[src/rtl/r22sdf_bitrev_reorder.sv]
// Ping-pong reorder buffer: takes bit-reversed SDF frames and re-emits them in natural order.
// Optional dout_sof output is enabled by defining R22SDF_REORDER_SOF_EN.
//
// state | meaning
// IDLE  | no complete frame to drain; dout_vld low, data held
// READ  | draining bank rd_bank in natural order, one word per enabled edge
module r22sdf_bitrev_reorder #(
  parameter int data_resolution = 16,
  parameter int fft_pts = 4,
  localparam int aw = $clog2(fft_pts)
) (
  input  logic                       sys_clk,
  input  logic                       sys_nrst,
  input  logic                       sys_en,
  input  logic                       din_vld,
  input  logic [data_resolution-1:0] din_r,
  input  logic [data_resolution-1:0] din_i,
  output logic                       dout_vld,
  output logic [data_resolution-1:0] dout_r,
  output logic [data_resolution-1:0] dout_i,
  output logic [aw-1:0]              dout_idx
`ifdef R22SDF_REORDER_SOF_EN
  ,
  output logic                       dout_sof
`endif
);

  localparam int dw = 2 * data_resolution;
  localparam logic [aw-1:0] last_idx = aw'(fft_pts - 1);

  typedef enum logic {
    IDLE = 1'b0,
    READ = 1'b1
  } state_t;

  state_t state, state_nxt;

  logic [dw-1:0] mem [0:2*fft_pts-1];
  logic [dw-1:0] rd_word;
  logic [aw-1:0] wr_cnt;
  logic [aw-1:0] rd_cnt;
  logic          wr_bank;
  logic          rd_bank;
  logic [1:0]    full;
  logic [1:0]    full_nxt;
  logic          wr_last;
  logic          rd_act;
  logic          rd_last;

  function automatic logic [aw-1:0] bitrev(input logic [aw-1:0] a);
    logic [aw-1:0] r;
    for (int b = 0; b < aw; b++) r[b] = a[aw-1-b];
    return r;
  endfunction

  // A frame becoming full is drained starting on the very next edge, so the word for
  // index 0 is fetched on the IDLE->READ edge itself (one-cycle latency after the last write).
  always_comb begin
    wr_last  = din_vld && (wr_cnt == last_idx);
    rd_act   = (state == READ) || full[rd_bank];
    rd_last  = rd_act && (rd_cnt == last_idx);
    rd_word  = mem[{rd_bank, rd_cnt}];
    full_nxt = full;
    if (wr_last) full_nxt[wr_bank] = 1'b1;
    if (rd_last) full_nxt[rd_bank] = 1'b0;
    state_nxt = state;
    case (state)
      IDLE: if (full[rd_bank]) state_nxt = READ;
      READ: begin
        if (rd_last) begin
          if (full[~rd_bank] || (wr_last && (wr_bank != rd_bank))) state_nxt = READ;
          else state_nxt = IDLE;
        end
      end
      default: state_nxt = IDLE;
    endcase
  end

  always_ff @(posedge sys_clk) begin
    if (!sys_nrst) state <= IDLE;
    else if (sys_en) state <= state_nxt;
  end

  always_ff @(posedge sys_clk) begin
    if (sys_nrst && sys_en && din_vld) mem[{wr_bank, bitrev(wr_cnt)}] <= {din_r, din_i};
  end

  always_ff @(posedge sys_clk) begin
    if (!sys_nrst) begin
      wr_cnt   <= '0;
      wr_bank  <= 1'b0;
      rd_cnt   <= '0;
      rd_bank  <= 1'b0;
      full     <= 2'b00;
      dout_vld <= 1'b0;
      dout_r   <= '0;
      dout_i   <= '0;
      dout_idx <= '0;
`ifdef R22SDF_REORDER_SOF_EN
      dout_sof <= 1'b0;
`endif
    end else if (sys_en) begin
      full <= full_nxt;
      if (din_vld) begin
        wr_cnt <= wr_cnt + 1'b1;
        if (wr_last) wr_bank <= ~wr_bank;
      end
      if (rd_act) begin
        dout_r   <= rd_word[dw-1:data_resolution];
        dout_i   <= rd_word[data_resolution-1:0];
        dout_idx <= rd_cnt;
        dout_vld <= 1'b1;
        rd_cnt   <= rd_cnt + 1'b1;
        if (rd_last) rd_bank <= ~rd_bank;
`ifdef R22SDF_REORDER_SOF_EN
        dout_sof <= (rd_cnt == '0);
`endif
      end else begin
        dout_vld <= 1'b0;
`ifdef R22SDF_REORDER_SOF_EN
        dout_sof <= 1'b0;
`endif
      end
    end
  end

endmodule

[config.mk]
export PLATFORM = sky130hd
export DESIGN_NAME = r22sdf_bitrev_reorder
export DESIGN_NICKNAME = d
export VERILOG_FILES = /design/src/rtl/r22sdf_bitrev_reorder.sv
export SDC_FILE = /design/constraint.sdc
export NUM_CORES = 1
export LEC_CHECK = 0
export ABC_AREA = 1
export CAP_MARGIN = 5
export CORE_MARGIN = 5
export CORE_UTILIZATION = 40
export DETAILED_ROUTE_END_ITERATION = 6
export GPL_ROUTABILITY_DRIVEN = 0
export PLACE_DENSITY_LB_ADDON = 0.1
export SYNTH_ARGS = -nofsm -noshare
export SYNTH_HDL_FRONTEND = slang
export SYNTH_SLANG_ARGS = --single-unit
export TNS_END_PERCENT = 100
[constraint.sdc]
create_clock -name sys_clk -period 2.8 [get_ports sys_clk]
set_input_delay 0.56 -clock sys_clk [delete_from_list [all_inputs] [get_ports sys_clk]]
set_output_delay 0.56 -clock sys_clk [all_outputs]
set_load 0.01 [all_outputs]
==> results of run 1 <==
==> layer usage <==
metal | wire, um | share of wire | GRT usage | vias to the layer above
met2 | 15100 | 0.51 | 0.295 | 114
met1 | 13200 | 0.44 | 0.216 | 3910
met4 | 724 | 0.024 | 0.0479 | 0
met5 | 0 | 0 | 0 | -
met3 | 725 | 0.024 | 0.0258 | 52
li1 | - | - | - | 4247
==> cells in the mapped netlist <==
master	count
nand3_2	1
nand2_1	371
a21oi_1	24
buf_1	2
clkbuf_1	18
dfxtp_1	44
nand3_1	195
edfxtp_1	256
nand2_2	2
buf_6	5
o21ai_0	7
buf_4	4
a21oi_2	16
a31oi_1	2
nor2_1	16
inv_6	1
inv_1	297
ha_1	2
buf_2	31
inv_2	2
a21boi_0	1
==> power by group through the flow <==
stage          clock network (uW)  registers [uW]  logic (uW)
2_1_floorplan                   0            4980        99.6
3_3_place_gp                    0            4980         276
3_5_place_dp                    0            4980         277
4_1_cts                      4340            4890         278
5_1_grt                      4520            4890         301
6_report                     4200            4890         270
==> sequential cells by signal, summed over array words and instances, names as in the netlist <==
name and flops:
rd_cnt 2, wr_bank 1, dout_idx 2, dout_r 16, mem 256, full 2
state 1, dout_i 16, dout_vld 1, wr_cnt 2, rd_bank 1
==> logic make-up after synthesis <==
logic type                 after synthesis  synth area share
AOI/OAI and AO/OA                       50            0.0246
adders and majority gates                2           0.00195
buffers and inverters                  360             0.113
DFF                                    300             0.669
and+or+nand+nor                        585             0.191
==> through the flow <==
stage | area [sq um] | util | hold slack (ns) | total power [uW]
final | 15200 | 0.481 | 0.407 | 9360
after global routing | 15200 | 0.481 | 0.433 | 9710
after CTS | 15200 | 0.481 | 0.390 | 9510
after detailed placement | 14100 | 0.448 | 0.463 | 5260
after global placement | 14100 | 0.448 | 0.457 | 5260
after floorplan | 12800 | - | 0.443 | 5080
==> worst max path at each step <==
stage / from / to / slack, ns / cells after the start
finish: dout_r[4]$_SDFFE_PN0P_ / dout_r[4] / 0.85 / 1
global route: rd_cnt[1]$_SDFFE_PN0P_ / rd_bank$_SDFFE_PN0P_ / 0.77 / 5
CTS: dout_r[4]$_SDFFE_PN0P_ / dout_r[4] / 0.79 / 1
detailed placement: sys_en / mem[7][27]$_DFFE_PP_ / 0.35 / 6
global placement: din_vld / mem[7][27]$_DFFE_PP_ / 0.34 / 6
floorplan: din_vld / mem[0][0]$_DFFE_PP_ / 0.15 / 4
==> placed cells by master, fill, tap and decap left out, drive strengths merged <==
cell type / count
a21oi: 40
bufinv: 1
nand2: 373
ha: 2
o21ai: 7
buf: 33
edfxtp: 256
clkdlybuf4s50: 69
clkinv: 9
inv: 299
clkbuf: 50
nor2: 16
nand3: 196
a21boi: 1
dfxtp: 44
a31oi: 2
clkinvlp: 1
==> cell type report <==
| cell class | instances | area [sq um] |
|---|---|---|
| fillers | 2915 | 16400 |
| inverters | 300 | 1130 |
| well taps | 402 | 503 |
| repair buffers | 102 | 1060 |
| clock buffers | 50 | 985 |
| multi-input cells | 637 | 2850 |
| flip-flops and latches | 300 | 8570 |
| clock inverters | 10 | 71.3 |
==> results.tsv, run 1 <==
stage	metric	value	unit
routing	wire_per_inst	16.6	um
synthesis	synth.avg_cell_area	9.87	sq um
sta	relSlewSlack	0.443	
die	pin_count	71	
critical_path	critical_path_peak_fanout	2	
sta	clock.fmax	0.512	GHz
clock_tree	clk_pin_slew	0.06	ns
critical_path	ff2ff_path_depth	6	
power	pwr-share-seq	0.522	
synthesis	syn-num-nets	1335	
critical_path	r2r_slack	0.97	ns
clock_tree	cts_root_buffer	clkbuf_16	
critical_path	worstSetupPathType	register to output port	
clock_tree	clk_latency	0.50	ns
critical_path	crit_family	buffers and inverters	
final_layout	antenna_cells	0	
critical_path	cp_cell_sequence	clkdlybuf4s50_1	
routing	totalWireLength	29800	um
power	p_clk_frac	0.449	
power	combPwrFrac	0.029	
synthesis	ys_ff_latch	300	
sta	period_minus_slack	1.95	ns
job	max_cap_viol_count	0	
global_routing	grt_overflow_total	0	
power	p_int	7500	uW
synthesis	netlist_area	0.0128	sq mm
critical_path	cp_num_buf_inv	1	
critical_path	r2r-end	state$_SDFFE_PN0P_	
critical_path	cp-start-kind	register	
sta	fin_skew	0.0106	ns
clock_tree	cts_sinks	300	
power	peakVddDrop	0.353	mV
outcome	status	finished, final reports clean	
global_routing	grt_pass1_vias	8145	
critical_path	end_kind	output port	
final_layout	final_nets	1413	
sta	worst_pin_slew	0.836	ns
clock_tree	cts_tree	done	
final_layout	layout.cells.non_filler	1801	
routing	ant_nets	0	
synthesis	syn_inst	1297	
die	rows	65	
worst_hold_path	min_to	dout_vld$_SDFFE_PN0P_	
power	p_sw_frac	0.199	
placement	dpl.hpwl	18000	um
global_routing	grt_start_max_net_pins	70	
sta	slew_violations	0	
routing	remaining_drc_errors	0	
die	start_util	0.406	
critical_path	crit_arrival	1.39	ns
placement	pre_cts_slack	0.346	ns
global_routing	grt_pass1_wl	46700	um
final_layout	areaGrowthSynthToFinish	18.5	%
clock_tree	cts.path.max_buffers	3	
routing	initialDrtViolationCount	548	
power	p_leak	0.00654	uW
clock_tree	cts-buffers-inserted	34	
critical_path	max_stage_delay	0.55	ns
clock_tree	ctsHoldBuffers	0	
global_routing	grt_usage	0.168	
global_routing	grt_antenna_before_repair	0	
sta	setup_violations	0	
routing	firstDrtPassIters	4	
clock_tree	postCtsSetupRepairBufs	0	
die	die_x	189	um
synthesis	synth.distinct_cells	21	
synthesis	synth_top_area_cell	edfxtp_1	
die	core-area	0.0316	sq mm
routing	routed_via_density	4.62	
die	die_h	189	um
worst_hold_path	worstHoldPathType	primary input to register	
clock_tree	h-tree-depth	2	
die	die_area	0.0357	sq mm
power	p_per_area	617	mW/mm^2
sta	setup_slack	0.849	ns
synthesis	synth_area_leaders	edfxtp_1 (60%), nand2_1 (11%), inv_1 (8.7%)	
critical_path	r2r_start	rd_cnt[1]$_SDFFE_PN0P_	
placement	placedCellCount	1741	
placement	port_buffers	70	
sta	min_period_over_period	0.697	
synthesis	yosysWarnings	0	
sta	hold_viol	0	
synthesis	yosysSeqAreaShare	0.669	
worst_hold_path	whs_path_depth	3	
sta	setup_tns	0	ns
synthesis	synth_top_area_frac	0.600	
worst_hold_path	hold_start	sys_nrst	
critical_path	slowest_stage	clkdlybuf4s50_1	
routing	vias	8323	
clock_tree	ctsResizeCount	0	
sta	rsz0062_at_grt	no	
critical_path	cp_data_required_time	2.24	ns
power	p_sw	1860	uW
final_layout	layout-drive-gt1-share	0.0786	
(Power assumes the default switching activity.)
==> run 2: changes to the inputs <==
clock period = 1.6 ns   (was 2.8 ns; I/O delays follow)
==> run 2 against run 1 <==
Net effect:
- setup slack worse by 0.76 ns
- first-iteration DRC count fell by 6.4%
- core utilization is 0.83 points higher
- clock-buffer cell count unchanged
==> results.tsv, run 2 (synthesis results as in run 1) <==
stage	metric	value	unit
final_layout	layout-drive-gt1-share	0.0923	
sta	clock.fmax	0.662	GHz
final_layout	top_register	mem	
critical_path	max_stage_delay	0.48	ns
final_layout	layout.cells.non_filler	1822	
routing	firstDrtPassIters	4	
placement	pre_cts_slack	-0.418	ns
routing	wire_per_inst	16.4	um
sta	relSlewSlack	0.628	
global_routing	use_met1	0.226	
critical_path	slowest_stage	clkdlybuf4s50_1	
final_layout	top_regs	mem (256), dout_i (16), dout_r (16)	
final_layout	design_area	0.0154	sq mm
sta	holdWs	0.194	ns
sta	hold_viol	0	
global_routing	grt_antenna_before_repair	0	
global_routing	top_usage_layer	met2	
critical_path	cp_data_required_time	1.79	ns
routing	ant_nets	0	
die	rows	65	
clock_tree	cts_tree	done	
global_routing	use_met3	0.0251	
critical_path	r2r-end	mem[2][2]$_DFFE_PP_	
critical_path	crit_family	buffers and inverters	
sta	min_period_over_period	0.944	
clock_tree	postCtsSetupRepairBufs	0	
sta	setup_slack	0.0896	ns
routing	totalWireLength	29800	um
final_layout	final_common_cell	nand2_1	
global_routing	grt_overflow_total	0	
worst_hold_path	whs_path_depth	4	
critical_path	r2r_slack	0.19	ns
global_routing	grt_pass1_wl	47300	um
routing	routed_via_density	4.65	
power	peakVddDrop	0.625	mV
final_layout	fillerInstances	2911	
critical_path	ff2ff_path_depth	4	
critical_path	cp_num_buf_inv	4	
clock_tree	clk_pin_slew	0.06	ns
clock_tree	cts-buffers-inserted	35	
clock_tree	clk_latency	0.50	ns
clock_tree	ctsHoldBuffers	0	
worst_hold_path	worstHoldPathType	primary input to register	
placement	dpl.hpwl	18500	um
critical_path	worstSetupPathType	primary input to register	
critical_path	cp_cell_sequence	clkdlybuf4s50_1 > nand2_1 > nor2_1 > buf_4 > nand2_1 > buf_4 > nor2_4 > buf_12	
critical_path	cp-start-kind	primary input	
global_routing	grt_usage	0.169	
sta	period_minus_slack	1.51	ns
die	start_util	0.406	
global_routing	grt_start_max_net_pins	73	
placement	port_buffers	70	
power	p_leak	0.00684	uW
clock_tree	cts_sinks	300	
die	die_h	189	um
die	die_area	0.0357	sq mm
sta	rsz0062_at_grt	no	
critical_path	critical_path_peak_fanout	18	
global_routing	met2_usage	0.292	
global_routing	grt_pass1_vias	8320	
clock_tree	h-tree-depth	2	
sta	setup_tns	0	ns
critical_path	end_kind	register	
critical_path	crit_arrival	1.70	ns
sta	slew_violations	0	
clock_tree	cts_root_buffer	clkbuf_16	
placement	placedCellCount	1760	
job	max_cap_viol_count	0	
critical_path	r2r_start	wr_bank$_SDFFE_PN0P_	
routing	vias	8464	
worst_hold_path	min_to	rd_cnt[0]$_SDFFE_PN0P_	
routing	remaining_drc_errors	0	
power	p_per_area	1060	mW/mm^2
routing	initialDrtViolationCount	513	
final_layout	areaGrowthSynthToFinish	20.6	%
die	pin_count	71	
worst_hold_path	hold_start	sys_nrst	
final_layout	largest_reg_flops	256	
placement	placed_area	0.0144	sq mm
final_layout	final_nets	1433	
die	core-area	0.0316	sq mm
sta	fin_skew	0.0261	ns
critical_path	cp.depth	8	
outcome	status	finished, final reports clean	
clock_tree	cts.path.max_buffers	3	
die	die_x	189	um
clock_tree	ctsResizeCount	35	
sta	setup_violations	0	
sta	worst_pin_slew	0.558	ns
final_layout	final_cell_mix	nand2_1 (371), inv_1 (296), edfxtp_1 (256), nand3_1 (195), dfxtp_1 (41)	
final_layout	antenna_cells	0	
## run 2: cell count changes in the layout (fill, tap and decap cells not counted), sizes merged
cell,change
buf,+19
inv,+1
clkdlybuf4s50,-35
clkinv,+1
dlygate4sd2,+35
## run 2: tightest hold or removal path: cells and delay by family
family / cells / cell delay, ns
AOI/OAI and AO/OA: 1 / 0.04
buffers and inverters: 3 / 0.28
## run 2: where the power goes
part           switching [uW]  leakage [uW]  internal (uW)  total [uW]
sequential               17.3       0.00266           8540        8550
combinational             304       0.00367            179         482
clock                    2950      0.000513           4380        7330
## run 2: final cells by class
cell class	instances	area, sq um	share of cell area
repair buffers	121	1320	0.0857
well taps	402	503	0.0326
multi-input cells	637	2850	0.185
inverters	300	1130	0.0733
flip-flops and latches	300	8570	0.555
clock inverters	12	83.8	0.00543
clock buffers	50	972	0.0630
## run 2: metal layers
| layer | up-vias | share of wire |
|---|---|---|
| li1 | 4282 | - |
| met1 | 4021 | 0.46 |
| met2 | 129 | 0.50 |
| met3 | 32 | 0.030 |
| met4 | 0 | 0.016 |
| met5 | - | 0 |
## run 2: worst max path at each step
stage | start | to | slack (ns)
3_3_place_gp | din_vld | mem[7][2]$_DFFE_PP_ | -0.45
2_1_floorplan | din_vld | mem[0][0]$_DFFE_PP_ | -0.33
3_5_place_dp | din_vld | mem[3][28]$_DFFE_PP_ | -0.42
6_report | din_vld | mem[7][4]$_DFFE_PP_ | 0.09
4_1_cts | din_vld | mem[7][4]$_DFFE_PP_ | 0.08
5_1_grt | din_vld | mem[3][0]$_DFFE_PP_ | 0.005
## run 2: per-stage QoR
stage                     power, uW  utilization
final                         16400        0.489
after global routing          17000        0.489
after CTS                     16600        0.489
after detailed placement       9220        0.457
after global placement         9210        0.457
after floorplan                8900            -
